`config.mk`:
```
export PLATFORM = sky130hd
export DESIGN_NAME = mux_4x1_rr_arbiter
export DESIGN_NICKNAME = d
export VERILOG_FILES = /design/src/rtl/arb_pkg.sv /design/src/rtl/rr_pick4.sv /design/src/rtl/mux_4x1_rr_arbiter.sv
export SDC_FILE = /design/constraint.sdc
export NUM_CORES = 1
export LEC_CHECK = 0
export ABC_AREA = 1
export BUFFER_PORTS_ARGS = -buffer_cell sky130_fd_sc_hd__buf_2
export CAP_MARGIN = 15
export CORE_AREA = 2 2 39 41
export DETAILED_ROUTE_END_ITERATION = 10
export DIE_AREA = 0 0 41 43
export GPL_ROUTABILITY_DRIVEN = 0
export GPL_TIMING_DRIVEN = 1
export PLACE_DENSITY = 0.81
export SLEW_MARGIN = 30
export SYNTH_ARGS = -nofsm -noshare
export SYNTH_HDL_FRONTEND = slang
export SYNTH_SLANG_ARGS = --single-unit
```
`constraint.sdc`:
```
create_clock -name i_clk -period 3.95 [get_ports i_clk]
set_input_delay 0.9875 -clock i_clk [delete_from_list [all_inputs] [get_ports i_clk]]
set_output_delay 0.9875 -clock i_clk [all_outputs]
set_load 0.01 [all_outputs]
```
`src/rtl/arb_pkg.sv`:
```
// Shared types and constants for the 4-requester round-robin mux arbiter.
package arb_pkg;

  localparam int N_REQ = 4;
  localparam int SEL_W = 2;

  typedef enum logic {
    ST_IDLE    = 1'b0,
    ST_GRANTED = 1'b1
  } state_t;

  function automatic logic [SEL_W-1:0] onehot_to_idx(input logic [N_REQ-1:0] oh);
    onehot_to_idx = '0;
    for (int i = 0; i < N_REQ; i++) begin
      if (oh[i]) onehot_to_idx = SEL_W'(i);
    end
  endfunction

endpackage

```
`src/rtl/rr_pick4.sv`:
```
// Combinational round-robin pick: first asserted request after i_last, wrapping mod 4.
module rr_pick4
  import arb_pkg::*;
(
  input  logic [N_REQ-1:0] i_req,
  input  logic [SEL_W-1:0] i_last,
  output logic [SEL_W-1:0] o_win,
  output logic             o_any
);

  assign o_any = |i_req;

  // Walk from the farthest candidate back to the nearest so the nearest hit overwrites.
  always_comb begin
    o_win = i_last;
    for (int k = N_REQ; k >= 1; k--) begin
      if (i_req[i_last + SEL_W'(k)]) o_win = i_last + SEL_W'(k);
    end
  end

endmodule

```
`src/rtl/mux_4x1_rr_arbiter.sv`:
```
// Round-robin arbiter driving the select of a shared 4:1 datapath mux.
// Optional forced release after MAX_HOLD cycles is enabled by defining ARB_TIMEOUT_EN.
module mux_4x1_rr_arbiter
  import arb_pkg::*;
#(
  parameter int MAX_HOLD = 16
) (
  input  logic             i_clk,
  input  logic             i_reset,
  input  logic [N_REQ-1:0] i_req,
  output logic [N_REQ-1:0] o_grant,
  output logic [SEL_W-1:0] o_select,
  output logic             o_busy,
  output logic             o_timeout
);

  state_t           r_state, w_state_next;
  logic [N_REQ-1:0] r_grant, w_grant_next;
  logic [SEL_W-1:0] r_select, w_select_next;
  logic [SEL_W-1:0] r_last, w_last_next;
  logic [SEL_W-1:0] w_owner, w_win;
  logic [N_REQ-1:0] w_req_eligible;
  logic             w_any, w_owner_req, w_issue, w_expire;

  assign w_owner     = onehot_to_idx(r_grant);
  assign w_owner_req = i_req[w_owner];

  rr_pick4 u_pick (
    .i_req  (w_req_eligible),
    .i_last (r_last),
    .o_win  (w_win),
    .o_any  (w_any)
  );

`ifdef ARB_TIMEOUT_EN
  localparam int HOLD_W = $clog2(MAX_HOLD + 1);

  logic [HOLD_W-1:0] r_hold, w_hold_next;
  logic [N_REQ-1:0]  r_mask, w_mask_next;
  logic              r_timeout, w_timeout_next;

  assign w_req_eligible = i_req & ~r_mask;
  // r_hold counts completed grant cycles, so this edge would make it MAX_HOLD.
  assign w_expire = (r_state == ST_GRANTED) && w_owner_req &&
                    (r_hold == HOLD_W'(MAX_HOLD - 1));

  always_comb begin
    w_hold_next    = r_hold;
    w_mask_next    = r_mask & i_req;
    w_timeout_next = 1'b0;
    if (w_issue) begin
      w_hold_next = '0;
    end else if ((r_state == ST_GRANTED) && w_owner_req && !w_expire) begin
      w_hold_next = r_hold + 1'b1;
    end
    if (w_expire) begin
      w_mask_next[w_owner] = 1'b1;
      w_timeout_next       = 1'b1;
    end
  end

  always_ff @(posedge i_clk) begin
    if (i_reset) begin
      r_hold    <= '0;
      r_mask    <= '0;
      r_timeout <= 1'b0;
    end else begin
      r_hold    <= w_hold_next;
      r_mask    <= w_mask_next;
      r_timeout <= w_timeout_next;
    end
  end

  assign o_timeout = r_timeout;
`else
  logic w_unused_hold;

  assign w_req_eligible = i_req;
  assign w_expire       = 1'b0;
  assign o_timeout      = 1'b0;
  assign w_unused_hold  = (MAX_HOLD < 1);
`endif

  always_ff @(posedge i_clk) begin
    if (i_reset) begin
      r_state  <= ST_IDLE;
      r_grant  <= '0;
      r_select <= '0;
      r_last   <= SEL_W'(N_REQ - 1);
    end else begin
      r_state  <= w_state_next;
      r_grant  <= w_grant_next;
      r_select <= w_select_next;
      r_last   <= w_last_next;
    end
  end

  // Leaving GRANTED always passes through IDLE, giving the mandatory turnaround cycle.
  always_comb begin
    w_state_next = r_state;
    w_issue      = 1'b0;
    case (r_state)
      ST_IDLE: begin
        if (w_any) begin
          w_state_next = ST_GRANTED;
          w_issue      = 1'b1;
        end
      end
      ST_GRANTED: begin
        if (!w_owner_req || w_expire) w_state_next = ST_IDLE;
      end
      default: w_state_next = ST_IDLE;
    endcase
  end

  always_comb begin
    w_grant_next  = r_grant;
    w_select_next = r_select;
    w_last_next   = r_last;
    if (w_issue) begin
      w_grant_next  = N_REQ'(1) << w_win;
      w_select_next = w_win;
      w_last_next   = w_win;
    end else if (w_state_next == ST_IDLE) begin
      w_grant_next = '0;
    end
  end

  assign o_grant  = r_grant;
  assign o_select = r_select;
  assign o_busy   = (r_state == ST_GRANTED);

endmodule
```
==> results.json <==
{
  "power.density_nw_per_um2": 747.8,
  "cts_tree": "yes",
  "nFillCells": 144,
  "status": "complete, no violations",
  "setup_violations": 0,
  "worstSetupPathType": "reg -> out",
  "critPathMaxFanout": 4,
  "htreeDepth": 1,
  "multiInputGateArea_sq_um": 352.8,
  "worst_slack_ns": 2.164,
  "port_buffers": 12,
  "track_usage": 0.1598,
  "ant_nets": 0,
  "ys_ff_latch": 9,
  "leakagePower_uw": 0.0003711,
  "period_minus_slack_ns": 1.786,
  "grt_pass1_vias": 501,
  "drv_slew": 0,
  "drc": 0,
  "cts-root-buf": "clkbuf_4",
  "yosysSeqAreaShare": 0.2981,
  "die_h_um": 43,
  "r2r_slack_ns": 2.38,
  "hold_slack_ns": 0.4728,
  "grt_pass1_wl_mm": 1.904,
  "yosysUniqueCellTypes": 20,
  "critPathBufInv": 1,
  "post-dp-hpwl_um": 916.1,
  "grt_max_degree": 10,
  "holdPathEnd": "o_grant[0]",
  "syn_nets": 98,
  "tns_ns": 0,
  "min_path_cells": 2,
  "slowest_stage": "dfxtp_1",
  "numCtsBuffers": 3,
  "dp_slack_ns": 1.919,
  "start_util": 0.4367,
  "post_drt_wl_per_cell_um": 9.541,
  "p_sw_uw": 245.6,
  "drive_gt1_frac": 0.3491,
  "cap_viol_max_count": 0,
  "antennaDiodeCount": 0,
  "post_cts_resized": 0,
  "r2r-end": "o_select[0]",
  "grt_setup_unrepaired": "no",
  "synth_cells": 92,
  "postCtsSetupBuffers": 0,
  "ys_warn_count": 0,
  "clockPowerShare": 0.140,
  "rows": 14,
  "vdd_drop_max_uv": 328.7,
  "intPower_uw": 271.8,
  "ctsHoldBuffers": 0,
  "cts.sinks": 9,
  "worstHoldStart": "o_grant[0]",
  "via_per_inst": 5.008,
  "antenna_found_initial": 0,
  "final_nets": 113,
  "reg2regPathDepth": 13,
  "final_hold_viol_count": 0,
  "clock_skew_ns": 0.005061,
  "required_ns": 2.96,
  "synth_area_per_cell_sq_um": 6.569,
  "overflow": 0,
  "fin_crit_sh": 0.4522,
  "r2r_start": "r_last[0]",
  "dieArea_sq_um": 1763,
  "core_sq_um": 1384,
  "clock_latency_ns": 0.27,
  "startpoint_type": "register",
  "cp-end-kind": "primary output",
  "max_freq_mhz": 559.9,
  "hold_class": "reg -> reg",
  "pwr-share-comb": 0.556,
  "synth_area_sq_um": 604.3,
  "crit_chain": "buf_2",
  "cts_max_path_buffers": 2,
  "initialDrtViolationCount": 10,
  "max_stage_delay_ns": 0.38,
  "cp.arrival_ns": 0.80,
  "dr.pass1.iters": 4,
  "clkTransAtPathRegs_ns": 0.06,
  "seq_area_sq_um": 180.2,
  "num_io_pins": 14,
  "die_w_um": 41,
  "vias": 611,
  "swShare": 0.4747,
  "wl_mm": 1.164,
  "area_growth_syn_to_layout_pct": 14.49,
  "p_seq_frac": 0.305,
  "crit_family": "flip-flops"
}
## cells in the final DEF, fill, tap and decap left out, types with 2 or more instances in the layout
cell and instances:
buf_2 12, a21oi_1 7, nand2_1 29, inv_1 8
nor2_1 3, nor2_4 2, inv_2 3, dfxtp_1 9
o21ai_0 5, nand3_1 4, nand2_2 12, clkbuf_4 3
## per-layer routing
metal / track usage / wire length, um
met1: 0.1842 / 488
met2: 0.2531 / 593
met3: 0.03141 / 61
met4: 0.1000 / 20
met5: 0 / 0
## cell usage after synthesis
library cell	number	area, sq um
nor2_2	1	6.260
o21ai_0	5	25.02
buf_6	1	11.26
nor2_4	2	22.52
inv_2	3	11.26
o211ai_1	1	7.510
nand3_1	4	20.02
conb_1	1	3.750
a31oi_2	1	12.51
nand4_1	1	6.260
nor2_1	3	11.26
and2_4	1	8.760
inv_8	1	11.26
dfxtp_1	9	180.2
nand3_2	1	10.01
a21oi_1	7	35.03
nand2_1	29	108.9
inv_1	8	30.03
nand2_2	12	75.07
buf_4	1	7.510
## logic make-up after synthesis
kind of cell / Yosys count / share of synthesized area
compound gates: 14 / 0.1325
simple gates: 54 / 0.4451
other cells: 1 / 0.006205
buf+inv: 14 / 0.1180
flops: 9 / 0.2981
## power groups by stage
stage | logic [uW] | clock network, uW | registers (uW)
2_1_floorplan | 235 | 0 | 155
3_3_place_gp | 282 | 0 | 157
3_5_place_dp | 286 | 0 | 158
4_1_cts | 288 | 73.8 | 157
5_1_grt | 322 | 77.1 | 162
6_report | 287 | 72.4 | 158
## per-stage QoR
stage	instance area, sq um	power, uW	utilization	std cells
floorplan	604.3	390.7	-	92
global placement	665.6	439.4	0.4810	118
detailed placement	665.6	444.4	0.4810	118
CTS	691.9	518.9	0.5000	122
global route	691.9	560.9	0.5000	122
finish	691.9	517.4	0.5000	122
## worst max path at each step
stage                           from  cells after the start           to  slack [ns]
after detailed placement    i_req[1]                      9   o_grant[0]        1.92
after CTS                 o_grant[2]                      1   o_grant[2]        2.16
after global routing        i_req[1]                      7   o_grant[0]        2.08
final                     o_grant[2]                      1   o_grant[2]        2.16
after floorplan             i_req[2]                     13  o_select[0]        2.16
after global placement      i_req[1]                      7   o_grant[0]        1.91
## sequential cells by signal (all words and copies together), names as in the netlist
register	count
o_busy	1
o_grant	4
o_select	2
r_last	2
## area by class of cell
type / count / area share
Timing Repair Buffer: 12 / 0.08680
Inverter: 12 / 0.07595
Tap cell: 16 / 0.02893
Clock buffer: 4 / 0.03797
Multi-Input combinational cell: 69 / 0.5099
Sequential cell: 9 / 0.2604
Note: power is estimated with default switching activity, not from simulation.
